**config.mk**
```make
export PLATFORM = sky130hd
export DESIGN_NAME = pc_sequencer
export DESIGN_NICKNAME = d
export VERILOG_FILES = /design/src/rtl/core_pkg.sv /design/src/rtl/pc_sequencer_pc_reg.sv /design/src/rtl/pc_sequencer.sv
export SDC_FILE = /design/constraint.sdc
export NUM_CORES = 1
export LEC_CHECK = 0
export ABC_AREA = 1
export CAP_MARGIN = 20
export CORE_MARGIN = 3
export CORE_UTILIZATION = 42
export DETAILED_ROUTE_END_ITERATION = 10
export PLACE_DENSITY = 0.84
export SLEW_MARGIN = 20
export SYNTH_ARGS = -nofsm -noshare
export SYNTH_HDL_FRONTEND = slang
export SYNTH_HIERARCHICAL = 1
export SYNTH_SLANG_ARGS = --single-unit
```
**constraint.sdc**
```tcl
create_clock -name clk -period 2.2 [get_ports clk]
set_input_delay 0.44 -clock clk [delete_from_list [all_inputs] [get_ports clk]]
set_output_delay 0.44 -clock clk [all_outputs]
set_load 0.01 [all_outputs]
```
**src/rtl/core_pkg.sv**
```systemverilog
// core_pkg: shared core widths, reset/trap vectors and fetch sequencer state encoding
package core_pkg;
    localparam int XLEN = 32;
    localparam logic [XLEN-1:0] RESET_PC_DEFAULT = 32'h0000_0000;
    localparam logic [XLEN-1:0] TRAP_PC_DEFAULT  = 32'h0000_0100;
    localparam logic [XLEN-1:0] PC_INC           = 32'd4;
    typedef enum logic [1:0] {IDLE, REQ, WAIT, HOLD} pc_seq_state_t;
endpackage

```
**src/rtl/pc_sequencer_pc_reg.sv**
```systemverilog
// pc_sequencer_pc_reg: program counter storage, loads the next-PC mux output every cycle
//   clk, rst : clock, asynchronous active-high reset (loads RESET_PC)
//   pc_d_i   : next PC
//   pc_q_o   : current PC
module pc_sequencer_pc_reg #(
    parameter int XLEN = core_pkg::XLEN,
    parameter logic [XLEN-1:0] RESET_PC = XLEN'(core_pkg::RESET_PC_DEFAULT)
) (
    input  logic            clk,
    input  logic            rst,
    input  logic [XLEN-1:0] pc_d_i,
    output logic [XLEN-1:0] pc_q_o
);
    always_ff @(posedge clk or posedge rst)
        if (rst) pc_q_o <= RESET_PC;
        else pc_q_o <= pc_d_i;
endmodule

```
**src/rtl/pc_sequencer.sv**
```systemverilog
// pc_sequencer: fetch sequencer owning the PC; req/gnt/rvalid fetch, stall, redirect and trap
//   stall                           : decode cannot accept the held instruction
//   redirect_valid/redirect_target  : taken branch/jump and its target
//   trap_req                        : exception/interrupt, vectors to TRAP_PC
//   imem_req/imem_addr/imem_gnt     : fetch request channel
//   imem_rvalid/imem_rdata          : fetch response channel
//   instr_valid/instr/instr_pc      : instruction presented to decode
//   misalign_err                    : one-cycle pulse after a misaligned redirect
module pc_sequencer #(
    parameter int XLEN = core_pkg::XLEN,
    parameter logic [XLEN-1:0] RESET_PC = XLEN'(core_pkg::RESET_PC_DEFAULT),
    parameter logic [XLEN-1:0] TRAP_PC = XLEN'(core_pkg::TRAP_PC_DEFAULT)
) (
    input  logic            clk,
    input  logic            rst,
    input  logic            stall,
    input  logic            redirect_valid,
    input  logic [XLEN-1:0] redirect_target,
    input  logic            trap_req,
    output logic            imem_req,
    output logic [XLEN-1:0] imem_addr,
    input  logic            imem_gnt,
    input  logic            imem_rvalid,
    input  logic [XLEN-1:0] imem_rdata,
    output logic            instr_valid,
    output logic [XLEN-1:0] instr,
    output logic [XLEN-1:0] instr_pc,
    output logic            misalign_err
);
    import core_pkg::*;

    pc_seq_state_t   state_q, state_d;
    logic [XLEN-1:0] pc_q, pc_d, instr_q, instr_d, instr_pc_q, instr_pc_d, redir_pc;
    logic            kill_q, kill_d, mis_q, redir, mis;

    assign redir    = trap_req | redirect_valid;
    // A misaligned branch target is never loaded; it vectors like a trap instead.
    assign mis      = redirect_valid & ~trap_req & (redirect_target[1:0] != 2'b00);
    assign redir_pc = (trap_req | mis) ? TRAP_PC : redirect_target;

    always_comb begin
        state_d    = state_q;
        pc_d       = redir ? redir_pc : pc_q;
        kill_d     = kill_q;
        instr_d    = instr_q;
        instr_pc_d = instr_pc_q;
        case (state_q)
            IDLE: state_d = REQ;
            REQ:
                if (imem_gnt) begin
                    state_d = WAIT;
                    // The old address was granted; its response must be discarded.
                    kill_d  = redir;
                end
            WAIT:
                if (imem_rvalid) begin
                    kill_d = 1'b0;
                    if (kill_q || redir) state_d = REQ;
                    else begin
                        state_d    = HOLD;
                        instr_d    = imem_rdata;
                        instr_pc_d = pc_q;
                    end
                end else if (redir) kill_d = 1'b1;
            HOLD:
                if (redir) state_d = REQ;
                else if (!stall) begin
                    state_d = REQ;
                    pc_d    = pc_q + XLEN'(PC_INC);
                end
            default: state_d = IDLE;
        endcase
    end

    always_ff @(posedge clk or posedge rst)
        if (rst) begin
            state_q    <= IDLE;
            kill_q     <= 1'b0;
            instr_q    <= '0;
            instr_pc_q <= '0;
            mis_q      <= 1'b0;
        end else begin
            state_q    <= state_d;
            kill_q     <= kill_d;
            instr_q    <= instr_d;
            instr_pc_q <= instr_pc_d;
            mis_q      <= mis;
        end

    pc_sequencer_pc_reg #(.XLEN(XLEN), .RESET_PC(RESET_PC)) u_pc (
        .clk    (clk),
        .rst    (rst),
        .pc_d_i (pc_d),
        .pc_q_o (pc_q)
    );

    assign imem_req     = state_q == REQ;
    assign imem_addr    = pc_q;
    assign instr_valid  = state_q == HOLD;
    assign instr        = instr_q;
    assign instr_pc     = instr_pc_q;
    assign misalign_err = mis_q;
endmodule

```
Yosys cells after proc, flatten, opt, wreduce, memory -nomap -nowiden
Index checks and enable logic that the tools add are counted.
{ "totals": {"out_inout_bits": 99, "inputBits": 71, "word_cells": 42, "register_bits": 100} }
{ "op_classes": {"n_addsub": 1, "bitwise_logic": 6, "muxes": 15, "n_reduce_logical": 7, "eq_ne": 7} }
{ "ops": {"columns": ["op", "n"], "rows": [
  ["32-bit 2-to-1 mux", 5],
  ["32-bit by 3-bit adder with 32-bit output, second input constant", 1],
  ["2-bit 2-to-1 mux", 5],
  ["3-bit AND reduction", 3],
  ["2-bit one-hot mux with 4 select lines", 1],
  ["2-bit == test, second input constant", 2],
  ["2-bit nonzero test", 2],
  ["1-bit 2-to-1 mux", 3],
  ["3-bit by 2-bit inequality test with 1-bit output, second input constant", 1],
  ["3-bit inequality test, second input constant", 1],
  ["1-bit bitwise AND", 2],
  ["2-bit by 1-bit == test with 1-bit output, second input constant", 1],
  ["2-bit zero test", 1],
  ["2-bit by 1-bit inequality test with 1-bit output, second input constant", 1],
  ["2-bit inequality test, second input constant", 1],
  ["1-bit NOT", 2],
  ["1-bit OR", 2],
  ["1-bit one-hot mux with 2 select lines", 1],
  ["1-bit logical OR", 1]
]} }

Longest topological paths before layout
Gate-level depths: netlist of the first run.
{ "logic_depth": {"word_depth": 9, "mapped_depth": 12, "ltp_nobuf": 11} }

Hierarchy
Netlist of the first run, hierarchy kept.
{ "by_module_without_submodules": {"columns": ["mod", "cells_per_inst", "instances", "area_each_um2"], "rows": [
  ["pc_sequencer", 536, 1, 4207.8],
  ["pc_sequencer_pc_reg", 33, 1, 804.5]
]} }

Worst setup path before layout of the first run
OpenSTA, ideal clock, no wires.
{ "synth_path": {"path_kind": "register to register", "startpoint": "register state_q[0]", "endpoint": "register instr_q[0], in the netlist instr[0]", "period_less_slack_ns": 1.602, "path_slack_ns": 0.598, "stages_incl_launch_ff": 9, "path_buffers": 2, "setup_ns": 0.125, "arrival_time_ns": 1.477, "cell_sequence": "dfrtp_1 -> inv_1 -> ha_1 -> inv_1 -> nor2_1 -> nand3_2 -> buf_6 -> buf_6 -> mux2_4"} }
{ "synth_via": {"elab_chain_len": 2} }
{ "synth_lines": {"columns": ["item", "line", "source"], "rows": [
  ["from (decl)", "pc_sequencer.sv:32", "pc_seq_state_t state_q, state_d;"],
  ["from (signal assigned)", "pc_sequencer.sv:83", "state_q <= state_d;"],
  ["2-bit == test", "pc_sequencer.sv:47", "case (state_q)"],
  ["3-bit AND reduction (no source line)", null, null],
  ["to (signal assigned)", "pc_sequencer.sv:85", "instr_q <= instr_d;"],
  ["to (decl)", "pc_sequencer.sv:33", "logic [XLEN-1:0] pc_q, pc_d, instr_q, instr_d, instr_pc_q, instr_pc_d, redir_pc;"]
]} }
Every way passes these cells.
A chain may end at the register's enable or synchronous reset.

Final worst setup path of the first run
{ "layout_path": {"startpoint": "register state_q[0]", "endpoint": "output instr_valid"} }
{ "layout_via": {"elab_chain_len": 1} }
{ "layout_lines": {"columns": ["item", "line", "source"], "rows": [
  ["2-bit == test", "pc_sequencer.sv:99", "assign instr_valid = state_q == HOLD;"],
  ["to (decl)", "pc_sequencer.sv:25", "output logic instr_valid,"]
]} }
Every way passes these cells.

==> results.txt, run 1 <==
Unrepaired setup endpoints after global routing: no
Max Freq: 463 MHz
Setup Buffers After CTS: 0
CTS tree: built
Synth top area share: 49.9%
Delay-heaviest family, CP: buffers and inverters
Slew @ Worst Pin: 530 ps
Syn_nets: 645
CTS root buf: clkbuf_16
Initial antenna violation count: 0
Overall power: 6180 uW
Top cells by area, synth: dfrtp_1, nand2_1, mux2_4
Placed Instance Area: 6900 sq um
Crit start category: flip-flop
Number of synthesized flops with an enable pin: 0
CP Data Required Time: 1760 ps
Die height: 115 um
DRC viols: 0
Gr ovfl total: 0
Arrival @ worst endpoint: 1720 ps
1st-iter DRT viols: 303
Setup CP Type: reg2out
All-layer global routing usage: 22.2%
Drt first pass iters: 5
Post-synth ARST share: 100%
CP Capture Type: primary output
CTS buffer count: 9
Post-CTS Hold Buffers: 0
Crit Path Max Fanout: 6
Flops & latches, synth: 100
First-pass GRT wire length: 23300 um
Crit-path slowest cell: clkdlybuf4s50_1
Layout area overhead: 43.4%
Routed vias: 4534
Largest net degree at the start of global routing: 48
Vias per inst: 5.10
Critical path, cell by cell: ha_1 -> clkdlybuf4s50_1
Nets: 817
Ant diodes: 0
H-tree depth: 3
Number of port buffers: 169
Die X-Extent: 115 um
Clk sinks: 100
Fin area: 7190 sq um
Vias in the first global route: 4593
Total negative slack: 0 ps
Share of layout cells above drive strength 1: 11.1%
Pre-CTS WS: 179 ps
Ys Warns: 6
Post-DRT Antenna Nets: 0
Avg Synthesized Cell Area: 8.81 sq um
CTS Buffer Depth: 2
Clk Latency, worst-skew pair: 350 ps
Final Hold Fails: 0
Post-synthesis sequential area ratio: 49.9%
Die Area: 13300 sq um
Cell variety after synth: 37
Placed cell count: 873
VDD IR max: 0.000550 V
Non-Filler Instances: 889
Static Leak: 0.00320 uW
Pins over their slew limit: 0
Final setup fails: 0
Mean routed wirelength per cell: 16.2 um
Max_cap viols: 0
# IOs: 170
Yosys top cell by area: dfrtp_1
WP buf/inv: 1
CTS resizes: 0
Core area: 11600 sq um
Final worst slack: 40.7 ps
Starting Density: 43.3%
Main flop type after synthesis: dfrtp_1
Hold Crit Class: in2async
Placer Congestion: 0.924
Pwr dens: 860 nW/um^2
Drt total wl: 14400 um
HPWL after DPL: 11000 um
Slew headroom: 64.6%
Final min period: 2160 ps
Status: complete, no violations
Post-Syn Instances: 569
FP Rows: 39
Clk pin slew, worst setup/hold paths: 70 ps
Final period util: 98.2%
Clk_skew: 10.8 ps
CP peak stage delay: 600 ps
Mapped cell area: 5010 sq um
==> flip-flops by register name, indices dropped and copies added, names as in the netlist <==
| register | cells |
|---|---|
| instr | 32 |
| instr_pc | 32 |
| kill_q | 1 |
| misalign_err | 1 |
| state_q | 2 |
| u_pc/pc_q_o | 32 |
==> cells by family after synthesis <==
| family | after synthesis | synth area share (%) |
|---|---|---|
| xor+xnor | 3 | 0.524 |
| mux | 35 | 9.51 |
| flops | 100 | 49.9 |
| fa+ha+maj | 5 | 1.25 |
| compound gates | 83 | 9.06 |
| buf+inv | 84 | 7.39 |
| simple gates | 259 | 22.3 |
==> report_power, final <==
group          internal (uW)  switching, uW  total (uW)
logic                   1290            798        2090
registers               2270            276        2550
clock network            866            680        1550
total                   4430           1750        6180
==> metal layers <==
metal	GRT usage, %	routed length, um
met5	0	0
met4	5.95	299
met3	6.68	1070
met2	37.3	6890
met1	28.0	6150
==> stage by stage <==
step / util, % / hold WS [ps]
2_1_floorplan: - / 466
3_3_place_gp: 59.6 / 466
3_5_place_dp: 59.6 / 473
4_1_cts: 62.1 / 488
5_1_grt: 62.1 / 509
6_report: 62.1 / 475
==> path summary, 6_finish.rpt <==
kind / startpoint / cells after the start / to / slack (ps)
worst max-delay path: state_q[0] / 2 / instr_valid / 40
worst min-delay path: rst / 2 / instr_pc[0] / 470
worst max register to register: state_q[0] / 9 / u_pc/pc_q_o[15] / 340
worst min register to register: instr_pc[18] / 2 / instr_pc[18] / 480
max in group asynchronous: rst / 3 / instr[6] / 1190
min in group clk: instr_pc[18] / 2 / instr_pc[18] / 480
==> synthesized netlist by cell type (3+ instances only) <==
library cell and count:
a21oi_1 10, buf_2 9, buf_6 5, clkbuf_1 3
dfrtp_1 100, ha_1 5, inv_1 59, inv_2 6
mux2_2 13, mux2_4 22, nand2_1 157, nand2_2 3
nand3_1 30, nand4_1 7, nor2_1 42, nor2_4 4
nor3_1 6, o211ai_1 3, o21ai_0 57, o21ai_1 5
xor2_1 3
==> placed cells by master (no fill, tap or decap), drive strengths merged <==
| cell | n |
|---|---|
| a21oi | 10 |
| dfrtp | 100 |
| o31ai | 1 |
| nand3b | 1 |
| inv | 67 |
| xor2 | 3 |
| nor2 | 47 |
| buf | 10 |
| clkinvlp | 1 |
| nand4 | 7 |
| ha | 5 |
| nor4 | 1 |
| mux2 | 35 |
| nand3 | 32 |
| clkdlybuf4s50 | 169 |
| nand2 | 161 |
| nor3 | 8 |
| o21ai | 64 |
| o211ai | 3 |
| a32o | 2 |
| o221ai | 1 |
| o21bai | 1 |
| clkbuf | 14 |
| o211a | 1 |
| nor3b | 1 |
| or2 | 1 |
==> area by class of cell <==
| type | count | area, sq um |
|---|---|---|
| flip-flops and latches | 100 | 2500 |
| fillers | 953 | 4380 |
| clock inverters | 2 | 16.3 |
| multi-input cells | 385 | 2150 |
| repair buffers | 179 | 1820 |
| inverters | 66 | 250 |
| well taps | 143 | 179 |
| clock buffers | 14 | 274 |
No activity file was read; power rests on OpenSTA's default activity.
==> run 2, diff against run 1 <==
Settings changed: GPL_ROUTABILITY_DRIVEN from default to 0.
==> run 2 against run 1 <==
Combinational power barely moved; die area did not move; hold slack improved by 5.0 ps; worst setup slack improved by 97 ps; sequential power barely moved; final area rose by 0.68%.
==> results.txt, run 2 (synthesis gave the netlist of run 1 again) <==
Die height: 115 um
R2R Path End: instr[28]
Mean routed wirelength per cell: 16.3 um
CTS buffer count: 9
Die X-Extent: 115 um
Most frequent cells in the layout: clkdlybuf4s50_1, nand2_1, dfrtp_1
CP Data Required Time: 1760 ps
Initial antenna violation count: 0
Post-CTS Hold Buffers: 0
WP buf/inv: 1
Critical path, cell by cell: ha_2 -> clkdlybuf4s50_1
Delay-heaviest family, CP: buffers and inverters
CP peak stage delay: 570 ps
Clk pin slew, worst setup/hold paths: 70 ps
Gr ovfl total: 0
Final period util: 93.7%
1st-iter DRT viols: 397
Crit path from: state_q[0]
CTS tree: built
CTS root buf: clkbuf_16
Crit Path Max Fanout: 6
# IOs: 170
Number of port buffers: 169
Starting Density: 43.3%
Unrepaired setup endpoints after global routing: no
Drt first pass iters: 5
Reg-to-reg slack, setup: 360 ps
Slew headroom: 64.4%
Drt total wl: 14500 um
Final setup fails: 0
H-tree depth: 3
CTS Buffer Depth: 2
Routed vias: 4643
Crit start category: flip-flop
Final min period: 2060 ps
Layout area overhead: 44.3%
Slew @ Worst Pin: 533 ps
Hold Crit Class: in2async
Worst flop-to-flop path startpoint: state_q[0]
Crit-path slowest cell: clkdlybuf4s50_1
Crit. path cell count: 2
Vias in the first global route: 4710
Core area: 11600 sq um
CP Capture Type: primary output
Commonest non-fill, non-tap cell in the layout: clkdlybuf4s50_1
Clk Latency, worst-skew pair: 350 ps
Total negative slack: 0 ps
Final Hold Fails: 0
Pins over their slew limit: 0
Setup CP Type: reg2out
Clk sinks: 100
Clk_skew: 6.12 ps
Largest net degree at the start of global routing: 52
Reg2reg path depth: 7
Setup Buffers After CTS: 0
Share of layout cells above drive strength 1: 11.8%
Pwr dens: 883 nW/um^2
Hold Worst Slack: 480 ps
Post-DRT Antenna Nets: 0
Ant diodes: 0
Arrival @ worst endpoint: 1620 ps
Die Area: 13300 sq um
VDD IR max: 0.000381 V
Fill count: 985
First-pass GRT wire length: 23500 um
CP endpoint: instr_valid
Nets: 819
DRC viols: 0
Vias per inst: 5.21
HPWL after DPL: 11100 um
All-layer global routing usage: 22.5%
Max Freq: 485 MHz
Max_cap viols: 0
Static Leak: 0.00323 uW
Status: complete, no violations
FP Rows: 39
[run 2: changes by cell type in the layout (fill, tap and decap cells not counted), sizes merged]
cell and change:
clkbuf -3, clkinv +1, bufinv +2, buf +2
[run 2: worst min path at each step]
stage | start | end | slack (ps) | cells past startpoint
6_report | rst | instr_pc[12] | 480 | 2
5_1_grt | instr[14] | instr[14] | 520 | 1
3_3_place_gp | instr_pc[11] | instr_pc[11] | 470 | 2
3_5_place_dp | instr_pc[29] | instr_pc[29] | 470 | 2
2_1_floorplan | kill_q | kill_q | 470 | 1
4_1_cts | rst | instr_pc[0] | 490 | 2
[run 2: per-layer routing]
layer / vias to the layer above / GRT usage (%) / routed length, um
li1: 2190 / - / -
met1: 2187 / 28.7 / 6110
met2: 242 / 37.4 / 6960
met3: 24 / 6.79 / 1260
met4: 0 / 6.18 / 201
met5: - / 0 / 0
[run 2: what timing repair did]
item | in CTS | in global routing
endpoints found under the hold margin | 0 | 0
resized for setup | 0 | 1
setup endpoints to repair | 0 | 1
[run 2: area by class of cell]
class                           instances  area (sq um)  area share [%]
Timing Repair Buffer                  181          1820            25.1
Tap cell                              143           179            2.47
Sequential cell                       100          2500            34.6
Clock inverter                          5          81.3            1.12
Multi-Input combinational cell        385          2150            29.7
Clock buffer                           11           253            3.49
Inverter                               66           250            3.46
[run 2: report_power, final]
| group | leakage, uW | total [uW] | internal [uW] | switching (uW) |
|---|---|---|---|---|
| sequential | 0.00135 | 2550 | 2270 | 274 |
| combinational | 0.00171 | 2080 | 1290 | 795 |
| clock | 0.000162 | 1760 | 1060 | 699 |
[run 2: worst register-to-register path, cell delays in order (launching register included)]
cell and delay (ps):
dfrtp_1 430, inv_1 90, ha_1 170, inv_1 70, nor2_1 250, nand3_4 140, buf_4 230, mux2_4 330
[run 2: per-stage QoR]
| step | cell area, sq um | util [%] | power (uW) | std cells | setup WS [ps] |
|---|---|---|---|---|---|
| floorplan | 5010 | - | 3470 | 569 | 48.5 |
| global placement | 6900 | 59.6 | 4580 | 875 | 248 |
| detailed placement | 6900 | 59.6 | 4670 | 875 | 158 |
| CTS | 7230 | 62.5 | 6440 | 891 | 75.1 |
| global route | 7230 | 62.6 | 6740 | 891 | 62.1 |
| finish | 7230 | 62.6 | 6390 | 891 | 138 |
